<file path="src/rtl/if_fetch_stage.sv">
// if_fetch_stage
//   Instruction-fetch stage feeding decode. Owns the fetch PC, issues one
//   outstanding request at a time on a variable-latency req/ack memory port,
//   buffers returned words in a 2-entry FIFO and presents the head to decode
//   with a predecoded type and a 4-bit sequence number.
//
// Parameters
//   RESET_PC    fetch address after reset (low two bits forced to zero)
//   FIFO_DEPTH  buffer entries; only 2 is supported
//
// Ports
//   clk, rst                 clock (rising edge), async active-high reset
//   cu_wpcir                 decode stall: head is not consumed this cycle
//   cu_branch, id_new_pc     decode redirect: flush FIFO, refetch from target
//   imem_req, imem_addr      fetch request, held stable until imem_ack
//   imem_ack, imem_rdata     response strobe and instruction word
//   if_valid                 FIFO head holds a real instruction
//   if_inst, if_pc4          head word and its address+4 (zero when empty)
//   if_ins_type              predecoded type (zero when empty)
//   if_ins_number            head sequence number (zero when empty)
//
// Optional build
//   IF_PERF_CNT_EN  adds perf_stall_cnt / perf_bubble_cnt saturating counters

module if_fetch_stage #(
    parameter logic [31:0] RESET_PC   = 32'h0000_0000,
    parameter int unsigned FIFO_DEPTH = 2
) (
    input  logic        clk,
    input  logic        rst,
    input  logic        cu_wpcir,
    input  logic        cu_branch,
    input  logic [31:0] id_new_pc,
    output logic        imem_req,
    output logic [31:0] imem_addr,
    input  logic        imem_ack,
    input  logic [31:0] imem_rdata,
    output logic        if_valid,
    output logic [31:0] if_inst,
    output logic [31:0] if_pc4,
    output logic [3:0]  if_ins_type,
`ifdef IF_PERF_CNT_EN
    output logic [3:0]  if_ins_number,
    output logic [31:0] perf_stall_cnt,
    output logic [31:0] perf_bubble_cnt
`else
    output logic [3:0]  if_ins_number
`endif
);

    localparam logic [1:0] FULL = 2'(FIFO_DEPTH);

    typedef enum logic [1:0] {IDLE, REQ, DROP} state_t;

    typedef struct packed {
        logic [31:0] inst;
        logic [31:0] pc4;
        logic [3:0]  ins_type;
        logic [3:0]  num;
    } entry_t;

    state_t      state;
    logic [31:0] fetch_pc;
    logic [31:0] addr_q;
    logic [1:0]  count;
    logic [3:0]  seq;
    entry_t      fifo_q [2];

    logic        pop;
    logic        push;
    logic [1:0]  count_after_pop;
    logic [1:0]  count_next;
    logic [31:0] fetch_pc_plus4;
    entry_t      new_entry;

    // Low address bits of a redirect target are dropped by design.
    logic        unused_pc_lsb;
    assign unused_pc_lsb = ^id_new_pc[1:0];

    function automatic logic [3:0] predecode(input logic [5:0] op);
        case (op)
            6'b000000:            predecode = 4'd1;
            6'b100011:            predecode = 4'd2;
            6'b101011:            predecode = 4'd3;
            6'b000100, 6'b000101: predecode = 4'd4;
            6'b000010, 6'b000011: predecode = 4'd5;
            default:              predecode = 4'd6;
        endcase
    endfunction

    always_comb begin
        pop             = if_valid & ~cu_wpcir & ~cu_branch;
        push            = (state == REQ) & imem_ack & ~cu_branch;
        count_after_pop = count - {1'b0, pop};
        count_next      = count + {1'b0, push} - {1'b0, pop};
        fetch_pc_plus4  = fetch_pc + 32'd4;
        new_entry.inst     = imem_rdata;
        new_entry.pc4      = fetch_pc_plus4;
        new_entry.ins_type = predecode(imem_rdata[31:26]);
        new_entry.num      = seq;
    end

    always_ff @(posedge clk or posedge rst) begin
        if (rst) begin
            state    <= IDLE;
            fetch_pc <= {RESET_PC[31:2], 2'b00};
            addr_q   <= '0;
            count    <= '0;
            seq      <= '0;
            for (int unsigned i = 0; i < 2; i++) fifo_q[i] <= '0;
        end else begin
            if (cu_branch) begin
                count    <= '0;
                fetch_pc <= {id_new_pc[31:2], 2'b00};
            end else begin
                count <= count_next;
                if (push) begin
                    fetch_pc <= fetch_pc_plus4;
                    seq      <= seq + 4'd1;
                end
                // Shift FIFO: slot 0 is always the head. A push never
                // coincides with a full FIFO, so push+pop implies count==1.
                if (pop) begin
                    fifo_q[0] <= push ? new_entry : fifo_q[1];
                end else if (push) begin
                    if (count == 2'd0) fifo_q[0] <= new_entry;
                    else               fifo_q[1] <= new_entry;
                end
            end

            case (state)
                IDLE: begin
                    if (!cu_branch && count_after_pop < FULL) begin
                        state  <= REQ;
                        addr_q <= fetch_pc;
                    end
                end
                REQ: begin
                    if (imem_ack) begin
                        if (cu_branch) begin
                            state <= IDLE;
                        end else if (count_next < FULL) begin
                            state  <= REQ;
                            addr_q <= fetch_pc_plus4;
                        end else begin
                            state <= IDLE;
                        end
                    end else if (cu_branch) begin
                        // Wrong-path request still outstanding: keep the
                        // stale address on the bus until it is acknowledged.
                        state <= DROP;
                    end
                end
                DROP: begin
                    if (imem_ack) state <= IDLE;
                end
                default: state <= IDLE;
            endcase
        end
    end

    always_comb begin
        imem_req      = (state != IDLE);
        imem_addr     = addr_q;
        if_valid      = (count != 2'd0);
        if_inst       = if_valid ? fifo_q[0].inst     : '0;
        if_pc4        = if_valid ? fifo_q[0].pc4      : '0;
        if_ins_type   = if_valid ? fifo_q[0].ins_type : '0;
        if_ins_number = if_valid ? fifo_q[0].num      : '0;
    end

`ifdef IF_PERF_CNT_EN
    always_ff @(posedge clk or posedge rst) begin
        if (rst) begin
            perf_stall_cnt  <= '0;
            perf_bubble_cnt <= '0;
        end else begin
            if (if_valid && cu_wpcir && perf_stall_cnt != '1)
                perf_stall_cnt <= perf_stall_cnt + 32'd1;
            if (!if_valid && !cu_branch && perf_bubble_cnt != '1)
                perf_bubble_cnt <= perf_bubble_cnt + 32'd1;
        end
    end
`endif

endmodule

</file>
<file path="config.mk">
export PLATFORM = sky130hd
export DESIGN_NAME = if_fetch_stage
export DESIGN_NICKNAME = d
export VERILOG_FILES = /design/src/rtl/if_fetch_stage.sv
export SDC_FILE = /design/constraint.sdc
export NUM_CORES = 1
export LEC_CHECK = 0
export CELL_PAD_IN_SITES_DETAIL_PLACEMENT = 1
export CELL_PAD_IN_SITES_GLOBAL_PLACEMENT = 2
export CORE_MARGIN = 2
export CORE_UTILIZATION = 36
export CTS_CLUSTER_DIAMETER = 50
export CTS_CLUSTER_SIZE = 20
export DETAILED_ROUTE_END_ITERATION = 10
export PLACE_DENSITY_LB_ADDON = 0.1
export RECOVER_POWER = 50
export SYNTH_ARGS = -nofsm -noshare
export SYNTH_HDL_FRONTEND = slang
export SYNTH_SLANG_ARGS = --single-unit
</file>
<file path="constraint.sdc">
create_clock -name clk -period 18.25 [get_ports clk]
set_input_delay 3.65 -clock clk [delete_from_list [all_inputs] [get_ports clk]]
set_output_delay 3.65 -clock clk [all_outputs]
set_load 0.005 [all_outputs]
</file>
# After elaboration in Yosys (flattened, before gate mapping)
# Cells that the tools add are included.
# classes
eq_ne	14
muxes	25
n_addsub	5
reduce_logical	18
n_lt_le_gt_ge	2
n_bitwise	8
# op_table
operator	count
$mux 72	4
$mux 32	8
$mux 144	1
$pmux 32 s2	1
$add 32x3->32 const B	1
$pmux 3 s5	1
$eq 6x2->1 const B	2
$eq 6x3->1 const B	2
$eq 6x6->1 const B	2
$reduce_bool 2->1	6
$mux 2	5
$mux 4	2
$ne 2x2->1 const B	4
$logic_not 6->1	1
$pmux 2 s3	1
$reduce_and 3->1	2
$reduce_and 5->1	1
$add 4x1->4 const B	1
$and 1x1->1	4
$logic_not 2->1	2
$lt 2x2->1 const B	2
$not 1->1	4
$reduce_and 4->1	1
$reduce_or 2->1	2
other kinds (10)	12
# totals
input_bits	69
out_inout_bits	106
elab_cells	85
reg_bits	216

# Logic depth before layout (Yosys ltp)
# Gate-level depths: netlist (run 1).
# logic_depth
ltp_word	10
ltp_mapped	13
ltp_nobuf	10

# Worst setup path before layout (run 1)
# OpenSTA, ideal clock, no wires.
# synth_path
path_kind	input to register
start	input cu_branch
end	register addr_q[30] (netlist: imem_addr[30])
n_path_buf	3
path_slack_ns	12.022
setup_ns	0.082
path_stages	13
t_required_ns	18.168
arrival_ns	6.147
path_cell_list	nor4bb_1 -> clkbuf_1 -> inv_1 -> clkbuf_1 -> ha_1 -> inv_1 -> ha_1 -> xnor3_1 -> o21ai_0 -> a21oi_1 -> clkbuf_1 -> nor2_1 -> a31oi_1
# synth_between
elab_chain_len	7
word_cells_on_any_way	14
cone_classes	add/sub (3); order compare (2); eq/ne (3); bitwise (3); reduce/logical (3)
# synth_lines
item	line_no	source
start: declaration	32	input logic cu_branch,
$not 1->1 (no source line)	-	
$and 1x1->1, on equally long branches	93, 92	
$add 2x1->2 / $sub 2x1->2 (equally long branches)	95, 94	
$sub 2x1->2 / $lt 2x2->1 (equally long branches)	95, 133	
$lt 2x2->1 / $logic_and 1x1->1 (equally long branches)	142, 133	
$ne 2x1->1 (no source line) / $ne 2x2->1 (equally long branches)	-	
$reduce_and 5->1 (no source line) (*)	-	
end signal: assignment	135	addr_q <= fetch_pc;
end signal: assignment	144	addr_q <= fetch_pc_plus4;
end: declaration	64	logic [31:0] addr_q;
# Mark *: on every way between the ends. The rest lies on a longest branch, timed or not.
# A chain may end at the register's enable or synchronous reset.

==> results of run 1 <==
## cell type report
class / instances / area, µm²
inverters: 15 / 57.6
clock inverters: 19 / 179
well taps: 378 / 473
repair buffers: 178 / 1740
clock buffers: 31 / 721
multi-input cells: 773 / 4730
flip-flops and latches: 206 / 5150
fillers: 3146 / 15000
## metrics by stage
stage,hold slack (ns),instances,setup slack [ns]
floorplan,0.442,1096,8.98
finish,0.471,1600,7.23
CTS,0.476,1600,10.61
detailed placement,0.462,1550,10.08
global placement,0.454,1550,10.10
global route,0.514,1600,5.69
## cells in the final DEF (no fill, tap or decap), drive strengths merged, types with 32 or more instances in the layout
| master | n |
|---|---|
| a21oi | 68 |
| a221oi | 39 |
| and2 | 70 |
| clkbuf | 34 |
| clkdlybuf4s50 | 134 |
| dfrtp | 206 |
| dlygate4sd3 | 32 |
| mux2 | 42 |
| nand2 | 74 |
| nor2 | 168 |
| o21ai | 67 |
| xnor2 | 51 |
## cell families (layout without fill, tap and decap cells)
family,after synthesis,count (layout)
muxes,43,43
AOI/OAI and AO/OA,213,213
DFF,206,206
and+or+nand+nor,424,424
xor gates and xnor gates,83,83
buffers and inverters,117,243
other,1,5
adders and majority gates,5,5
## worst paths after layout
| check | from | end | slack (ns) | cells after the start |
|---|---|---|---|---|
| max | rst | fifo_q[77] | 7.23 | 3 |
| min | fifo_q[84] | fifo_q[84] | 0.47 | 2 |
| max reg2reg | state[1] | fifo_q[103] | 11.55 | 9 |
| min reg2reg | fifo_q[84] | fifo_q[84] | 0.47 | 2 |
| max in group clk | cu_branch | fifo_q[103] | 7.43 | 11 |
| min in group asynchronous | rst | fifo_q[131] | 5.41 | 2 |
## power breakdown
part | switching (µW) | internal (µW) | leakage [µW]
sequential | 79.1 | 588 | 0.00257
clock | 219 | 305 | 0.000431
combinational | 143 | 159 | 0.00229
total | 441 | 1050 | 0.00530
## sequential cells by signal, indices dropped and copies added (netlist names)
register,flops
imem_addr,30
state,2
seq,4
fifo_q,138
count,2
fetch_pc,30
## synthesized netlist by cell type (4+ instances only)
library cell	number	area share
o21a_1	4	0.0029
o21ai_1	5	0.0024
buf_4	9	0.0066
a31oi_1	6	0.0036
nand2_1	74	0.027
a21oi_1	68	0.033
and2_1	70	0.042
a2bb2oi_1	6	0.0051
nor3_1	26	0.013
nor2_1	168	0.061
buf_1	5	0.0018
buf_2	16	0.0078
a221oi_1	39	0.033
xor2_1	31	0.026
a22oi_1	9	0.0066
clkbuf_1	72	0.026
or3_1	5	0.0030
nand4_1	24	0.015
mux2_2	41	0.045
nor4_1	11	0.0067
inv_1	14	0.0051
o21ai_0	62	0.030
nand2b_1	4	0.0024
xnor2_1	51	0.043
and3_1	6	0.0036
nand3_1	16	0.0078
dfrtp_1	206	0.50
ha_1	5	0.0061
## worst max-delay path: cells and delay by family
family	cells	cell delay [ns]
buffers and inverters	3	6.83
## routing by layer
| metal | up-vias | wire (µm) | GRT usage |
|---|---|---|---|
| met5 | - | 0 | 0 |
| met4 | 0 | 458 | 0.0403 |
| met3 | 33 | 1300 | 0.0287 |
| met2 | 189 | 12900 | 0.302 |
| met1 | 3991 | 14100 | 0.279 |
| li1 | 3968 | - | - |
==> metrics.txt, run 1 <==
outcome=complete, but fails checks; failing checks=max-capacitance violations, max-slew violations; initial antenna violation count=0; DP HPWL=18.2 mm; Critical Path End Type=asynchronous set/reset pin; sequential share of the synthesized area=0.500; die height=173 µm; first-pass GRT wire length=roughly 47 mm; number of diodes=0; pwr/cell area=between 100 and 150 mW/mm²; total power=about 1500 µW; GRT Residual Overflow=0; RSZ-0062 raised after global routing=no; clock-pin slew on the worst setup and hold paths=around 0.060 ns; clk root buf=clkbuf_16; number of buffers added for setup after CTS=0; final wirelength=28.8 mm; H-tree Lvls=1; Final Slew Violations=335; Max Fclk=90.7 MHz; Total Routing Usage GR=0.191; Slew Limit Headroom=-3.16; Num CTS Buffers=27; placed cell area=between 0.01 and 0.015 mm²; clk_skew=between 0.01 and 0.015 ns; Vias/cell=5.11; xor-xnor portion of the synthesized cell area=0.0719; Slowest cell on crit path=clkinvlp_2; maximum vdd drop=0.0789 mV; Iter 0 DRT Violations=384; largest net degree at the start of global routing=135; CP max stage delay=3.33 ns; antenna-violating nets left=0; most used flip-flop cell after synthesis=dfrtp_1; Post-synth EDFFs=0; #FFs+latches synth=206; num rows=61; Worst EP arrival=~11 ns; Final Util=0.466; vias in the first global route=8,411; adder-cell area share of the yosys netlist=0.00607; Max Root-Sink Buffers=3; Slew @ Worst Pin=6.24 ns; Synth Instances=between 1,000 and 1,500; largest family of logic cells by synthesized area=simple AND/OR/NAND/NOR gates; WL per Instance=18.0 µm; Fin. Hold Viols=0; clk_lat worst skew=0.53 ns; Syn. warnings=0; Post-CTS Hold Buffers=0; post-CTS sizing=0; post-synth cell types=53; # clock sinks=206; leakage=0.00530 µW; Compound-Gate Fraction of Synth Area=0.129; # IOs=175; CP Cell Sequence=dlygate4sd3_1 -> clkinvlp_2 -> clkbuf_1; ys async rst share=1.00; Initial Utilization=0.368; Nets=approximately 1,300; RePlAce Congestion=0.776; Die W=173 µm; layout cells sized above 1=0.0925; via count=a little over 8,000; critical-path maximum fanout=134; Netlist Area Pre-Place=about 0.010 mm²; crit share post-route=0.604; Crit path required time=17.97 ns; simple-gate share of the synthesized area=0.198; Synth Area per Inst=9.44 µm²; I/O Buffers=167; final setup vio count=0; multiplexer share of the synthesized area=0.0469; Worst Hold Class=reg -> reg; TNS Setup=0 ns; crit path launch type=input port; area delta synth->final=26.6%; worst setup path class=in -> async; total die area=0.0300 mm²; Core Area=0.0280 mm²; CTS tree=built; Remaining DRCs=0; Final min period=11.02 ns; Max Cap Viol=4; Design Area, Final=0.0131 mm²; drt pass-1 iters=4
(Power assumes the default switching activity.)
==> run 2: changes to the inputs <==
- CORE_UTILIZATION: 36 -> 30
- clock period: 18.25 -> 9.6 ns (I/O delays scaled with it)
==> run 2 against run 1 <==
Compared with the run above:
- setup slack got worse by 4.3 ns
- non-clock buffer count increased by 1
- total power increased by 110%
- first-iteration DRC count decreased by 12%
- sequential cell count unchanged
- the flow still finishes with violations (max-capacitance violations, max-slew violations)
- global-route usage decreased by 2.1 points
- critical path type is now in -> reg
==> metrics.txt, run 2 (synthesis gave the netlist of run 1 again) <==
outcome=complete, but fails checks (unchanged); failing checks=max-capacitance violations, max-slew violations (unchanged); Gate power share=0.185 (was 0.202); TNS Setup=0 ns (unchanged); antenna-violating nets left=0 (unchanged); Fin. Hold Viols=0 (unchanged); r2r startpoint=state[1] (unchanged); vias in the first global route=8,364 (was 8,411); number of buffers added for setup after CTS=0 (unchanged); WL per Instance=18.0 µm (about the same); clock-pin slew on the worst setup and hold paths=0.06 ns (about the same); Worst Hold Class=reg -> reg (unchanged); Hold Startpoint=fifo_q[88] (was fifo_q[84]); Total Routing Usage GR=0.170 (was 0.191); DP HPWL=19.5 mm (was 18.2 mm); H-tree Lvls=1 (unchanged); most common cell after layout, fill and taps aside=dfrtp_1 (unchanged); cell count of the worst reg-to-reg path=12 (was 9); final wirelength=30.3 mm (was 28.8 mm); Die W=189 µm (was 173 µm); pwr/cell area=232 mW/mm² (was 114 mW/mm²); clk_skew=0.0151 ns (was 0.0138 ns); GRT Residual Overflow=0 (unchanged); Final WS setup=2.98 ns (was 7.23 ns); I/O Buffers=167 (unchanged); initial antenna violation count=0 (unchanged); Worst EP arrival=7.00 ns (was 10.74 ns); RSZ-0062 raised after global routing=no (unchanged); most frequent cells in the layout=206 x dfrtp_1, 167 x nor2_1, 135 x clkdlybuf4s50_1 (was 206 x dfrtp_1, 167 x nor2_1, 134 x clkdlybuf4s50_1); total die area=0.0359 mm² (was 0.0300 mm²); Max Cap Viol=2 (was 4); Hold Crit Depth=2 (unchanged); sequential power share=0.407 (was 0.447); Net Sw Frac=0.278 (was 0.295); crit path launch type=input port (unchanged); FF-to-FF End=imem_addr[30] (was fifo_q[103]); post-CTS sizing=0 (unchanged); Max Root-Sink Buffers=3 (unchanged); Largest register FFs=138 (unchanged); leakage=0.00543 µW (was 0.00530 µW); Vias/cell=4.85 (was 5.11); first-pass GRT wire length=48.8 mm (was 47.0 mm); critical-path maximum fanout=68 (was 134); # IOs=175 (unchanged); number of diodes=0 (unchanged); area delta synth->final=30.4% (was 26.6%); Crit path required time=9.98 ns (was 17.97 ns); fill count=3,776 (was 3,146); Core Area=0.0337 mm² (was 0.0280 mm²); Worst Hold End=fifo_q[88] (was fifo_q[84]); Nets=1,280 (was 1,275); CP Cell Sequence=buf_2 -> clkbuf_1 -> nor4bb_4 -> buf_4 -> inv_1 -> ha_1 -> inv_1 -> ha_1 -> xnor3_1 -> o21ai_0 -> a21oi_4 -> buf_4 -> nor2_1 -> a31oi_1 (was dlygate4sd3_1 -> clkinvlp_2 -> clkbuf_1); Clock power frac=0.408 (was 0.351); worst slack, placed=3.39 ns (was 10.08 ns); final setup vio count=0 (unchanged); worst setup path class=in -> reg (was in -> async); largest register by flop count=fifo_q (unchanged); largest net degree at the start of global routing=83 (was 135); clk root buf=clkbuf_16 (unchanged); RePlAce Congestion=0.747 (was 0.776); Power Internal=2250 µW (was 1050 µW); Slew Limit Headroom=-1.11 (was -3.16); num rows=67 (was 61); Initial Utilization=0.306 (was 0.368); clk_lat worst skew=0.55 ns (was 0.53 ns); Final Slew Violations=137 (was 335); CTS tree=built (unchanged); Reg2Reg Setup Slack=5.54 ns (was 11.55 ns); crit share post-route=0.690; die height=189 µm (was 173 µm); Critical Path End Type=flop (was asynchronous set/reset pin); Iter 0 DRT Violations=337 (was 384); Slowest cell on crit path=clkbuf_1 (was clkinvlp_2); Num CTS Buffers=31 (was 27); CP max stage delay=2.02 ns (was 3.33 ns); Post-CTS Hold Buffers=0 (unchanged); Net Sw Power=868 µW (was 441 µW); Max Fclk=151 MHz; Final min period=around 6.6 ns; drt pass-1 iters=4 (unchanged); layout cells sized above 1=0.101 (was 0.0925); via count=8,141 (was 8,181); maximum vdd drop=0.123 mV (was 0.0789 mV); Slew @ Worst Pin=3.15 ns (was 6.24 ns); # clock sinks=206 (unchanged); Remaining DRCs=0 (unchanged)
==> run 2: cell types whose count changed in the layout (fill, tap and decap cells not counted), sizes merged <==
cell | previous run | this run
buf | 9 | 12
bufinv | 1 | 8
clkbuf | 34 | 35
clkdlybuf4s50 | 134 | 135
clkinvlp | 5 | 6
dlygate4sd3 | 32 | 31
inv | 22 | 18
==> run 2: metrics by stage <==
stage	hold slack [ns]	total power, µW	util	cell area (µm²)	instances
after floorplan	0.442	1610	-	10300	1096
after global placement	0.456	1860	0.364	12300	1621
after detailed placement	0.463	1890	0.364	12300	1621
after CTS	0.477	3190	0.399	13400	1678
after global routing	0.512	3310	0.399	13400	1678
final	0.468	3120	0.399	13400	1678
==> run 2: critical path: cells and delay by family <==
| family | cells | cell delay (ns) |
|---|---|---|
| buffers and inverters | 6 | 3.58 |
| and+or+nand+nor | 2 | 0.25 |
| AOI/OAI and AO/OA | 3 | 0.48 |
| xor gates and xnor gates | 1 | 0.25 |
| adders and majority gates | 2 | 0.49 |
==> run 2: worst max-delay path by stage <==
stage,from,to,slack (ns),depth (start not counted)
after global placement,imem_ack,imem_addr[3],3.47,12
after detailed placement,imem_ack,imem_addr[3],3.39,13
final,cu_branch,imem_addr[30],2.98,14
after global routing,cu_branch,imem_addr[4],2.31,14
after CTS,imem_ack,imem_addr[30],3.96,13
after floorplan,rst,count[0],2.06,1
==> run 2: area by class of cell <==
class / count / area [µm²] / share of cell area
clock inverter: 23 / 369 / 0.0275
sequential: 206 / 5150 / 0.384
tap: 448 / 561 / 0.0417
inverter: 15 / 57.6 / 0.00428
timing repair buffer: 179 / 1750 / 0.130
clock buffer: 34 / 807 / 0.0601
multi-input combinational: 773 / 4740 / 0.352
==> run 2: metal layers <==
layer,GRT usage,share of wire
met5,0,0
met4,0.0361,0.015
met3,0.0245,0.043
met2,0.267,0.45
met1,0.248,0.50
==> run 2: power groups by stage <==
| stage | Combinational [µW] | Clock (µW) | Sequential [µW] |
|---|---|---|---|
| 3_5_place_dp | 600 | 0 | 1290 |
| 2_1_floorplan | 376 | 0 | 1230 |
| 4_1_cts | 604 | 1310 | 1270 |
| 3_3_place_gp | 587 | 0 | 1280 |
| 6_report | 577 | 1270 | 1270 |
| 5_1_grt | 660 | 1350 | 1310 |
==> run 3: changes to the inputs <==
- CORE_UTILIZATION: 30 -> 33
- clock period: 9.6 -> 6.8 ns (I/O delays scaled with it)
==> run 3 against run 2 <==
Compared with the run above:
- the flow still finishes with violations (max-capacitance violations, max-slew violations)
- sequential power grew 41%
- sequential cell count is the same
- core utilization grew 3.1 points
- final area shrank 1.8%
- first-iteration DRC count grew 20%
- global-route usage grew 1.2 points
- clock skew grew 0.0039 ns
- critical path type is now in -> async
- critical path depth shrank 11
- setup slack lost 1.2 ns
- routed wire length shrank 2.9%
- clock-buffer cell count shrank 2
- cell count shrank 3.3%
==> metrics.txt, run 3 (synthesis gave the netlist of run 1 again) <==
outcome=complete, but fails checks (unchanged); failing checks=max-capacitance violations, max-slew violations (unchanged); Total Routing Usage GR=0.182 (was 0.170); Final Non-Filler Cells=1,623 (was 1,678); die height=181 µm (was 189 µm); # clock sinks=206 (unchanged); total power=4150 µW (was 3120 µW); sequential power share=0.431 (was 0.407); Vias/cell=5.04 (was 4.85); Fin. Hold Viols=0 (unchanged); I/O Buffers=167 (unchanged); pwr/cell area=315 mW/mm² (was 232 mW/mm²); Hold Crit Depth=2 (unchanged); Gate power share=0.195 (was 0.185); Clock power frac=0.374 (was 0.408); Final min period=4.98 ns; RePlAce Congestion=0.740 (was 0.747); Net Sw Frac=0.292 (was 0.278); crit path launch type=input port (unchanged); final wirelength=29.4 mm (was 30.3 mm); largest net degree at the start of global routing=106 (was 83); H-tree Lvls=1 (unchanged); Max Cap Viol=3 (was 2); Remaining DRCs=0 (unchanged); Slew Limit Headroom=-0.819 (was -1.11); CTS tree=built (unchanged); maximum vdd drop=0.173 mV (was 0.123 mV); # IOs=175 (unchanged); Max Fclk=201 MHz; CP Cell Sequence=dlygate4sd3_1 -> clkinvlp_2 -> clkbuf_2 (was buf_2 -> clkbuf_1 -> nor4bb_4 -> buf_4 -> inv_1 -> ha_1 -> inv_1 -> ha_1 -> xnor3_1 -> o21ai_0 -> a21oi_4 -> buf_4 -> nor2_1 -> a31oi_1); Critical Path End Type=asynchronous set/reset pin (was flop); final setup vio count=0 (unchanged); Reg2Reg Setup Slack=2.95 ns (was 5.54 ns); area delta synth->final=28.0% (was 30.4%); Worst EP arrival=5.03 ns (was 7.00 ns); layout cells sized above 1=0.0978 (was 0.101); TNS Setup=0 ns (unchanged); r2r startpoint=state[0] (was state[1]); post-CTS sizing=0 (unchanged); Core Area=0.0307 mm² (was 0.0337 mm²); fill count=3,441 (was 3,776); Iter 0 DRT Violations=403 (was 337); largest register by flop count=fifo_q (unchanged); number of buffers added for setup after CTS=0 (unchanged); WL per Instance=18.1 µm (was 18.0 µm); initial antenna violation count=0 (unchanged); Largest register FFs=138 (unchanged); first-pass GRT wire length=48.3 mm (was 48.8 mm); Die W=181 µm (was 189 µm); Num CTS Buffers=28 (was 31); via count=8,172 (was 8,141); DP HPWL=19.1 mm (was 19.5 mm); FF-to-FF End=imem_addr[8] (was imem_addr[30]); crit share post-route=0.732; Worst Hold End=fifo_q[89] (was fifo_q[88]); Crit path required time=6.85 ns (was 9.98 ns); clk_lat worst skew=0.54 ns (was 0.55 ns); vias in the first global route=8,434 (was 8,364); RSZ-0062 raised after global routing=no (unchanged); total die area=0.0327 mm² (was 0.0359 mm²); Hold Startpoint=fifo_q[89] (was fifo_q[88]); leakage=0.00537 µW (was 0.00543 µW); Max Root-Sink Buffers=3 (unchanged); placed cell count=1,571 (was 1,621); cell count of the worst reg-to-reg path=11 (was 12); clock-pin slew on the worst setup and hold paths=0.06 ns (about the same); Slowest cell on crit path=clkbuf_2 (was clkbuf_1); number of diodes=0 (unchanged); GRT Residual Overflow=0 (unchanged); Nets=1,279 (was 1,280); worst slack, placed=1.50 ns (was 3.39 ns); Final Slew Violations=211 (was 137); most frequent cells in the layout=206 x dfrtp_1, 167 x nor2_1, 134 x clkdlybuf4s50_1 (was 206 x dfrtp_1, 167 x nor2_1, 135 x clkdlybuf4s50_1); critical-path maximum fanout=105 (was 68); clk root buf=clkbuf_16 (unchanged); Final WS setup=1.82 ns (was 2.98 ns); most common cell after layout, fill and taps aside=dfrtp_1 (unchanged); drt pass-1 iters=5 (was 4); antenna-violating nets left=0 (unchanged); Net Sw Power=1210 µW (was 868 µW); clk_skew=0.0190 ns (was 0.0151 ns); CP max stage delay=2.02 ns (about the same); Reg area=0.00515 mm² (unchanged); Initial Utilization=0.336 (was 0.306); Worst Hold Class=reg -> reg (unchanged); Post-CTS Hold Buffers=0 (unchanged); Slew @ Worst Pin=2.73 ns (was 3.15 ns); num rows=64 (was 67); area occupied by multi-input gates=0.00472 mm² (was 0.00474 mm²); worst setup path class=in -> async (was in -> reg); Power Internal=2940 µW (was 2250 µW)
-- run 3: metal layers --
metal,vias to the layer above,wire length (µm),global-route usage
met4,0,446,0.0394
li1,3970,-,-
met1,4004,14600,0.272
met2,167,13300,0.282
met3,31,1040,0.0222
met5,-,0,0
-- run 3: worst max path at each step --
stage | startpoint | endpoint | slack, ns | depth (start not counted)
finish | rst | imem_addr[20] | 1.82 | 3
global route | rst | imem_addr[20] | 1.04 | 3
CTS | imem_ack | imem_addr[11] | 2.07 | 12
detailed placement | imem_ack | imem_addr[7] | 1.50 | 12
global placement | imem_ack | imem_addr[6] | 1.59 | 12
floorplan | rst | count[0] | 2.77 | 1
-- run 3: worst max-delay path: cells and delay by family --
| family | cells | cell delay (ns) |
|---|---|---|
| buffers and inverters | 3 | 3.51 |
-- run 3: stage by stage --
step                       util  hold WS, ns  area, µm²
after CTS                 0.431        0.480      13200
final                     0.430        0.474      13200
after floorplan               -        0.442      10300
after global placement    0.399        0.458      12200
after detailed placement  0.399        0.465      12200
after global routing      0.430        0.500      13200
-- run 3: layout make-up --
cell class	instances	share of cell area
clock buffers	32	0.0574
repair buffers	181	0.134
multi-input cells	773	0.358
inverters	15	0.00436
clock inverters	20	0.0184
flip-flops and latches	206	0.391
well taps	396	0.0376
-- run 3: power groups by stage --
stage               sequential, µW  clock (µW)  combinational [µW]
floorplan                     1740           0                 531
global placement              1800           0                 822
detailed placement            1820           0                 843
CTS                           1800        1600                 850
global route                  1840        1650                 929
finish                        1790        1550                 808
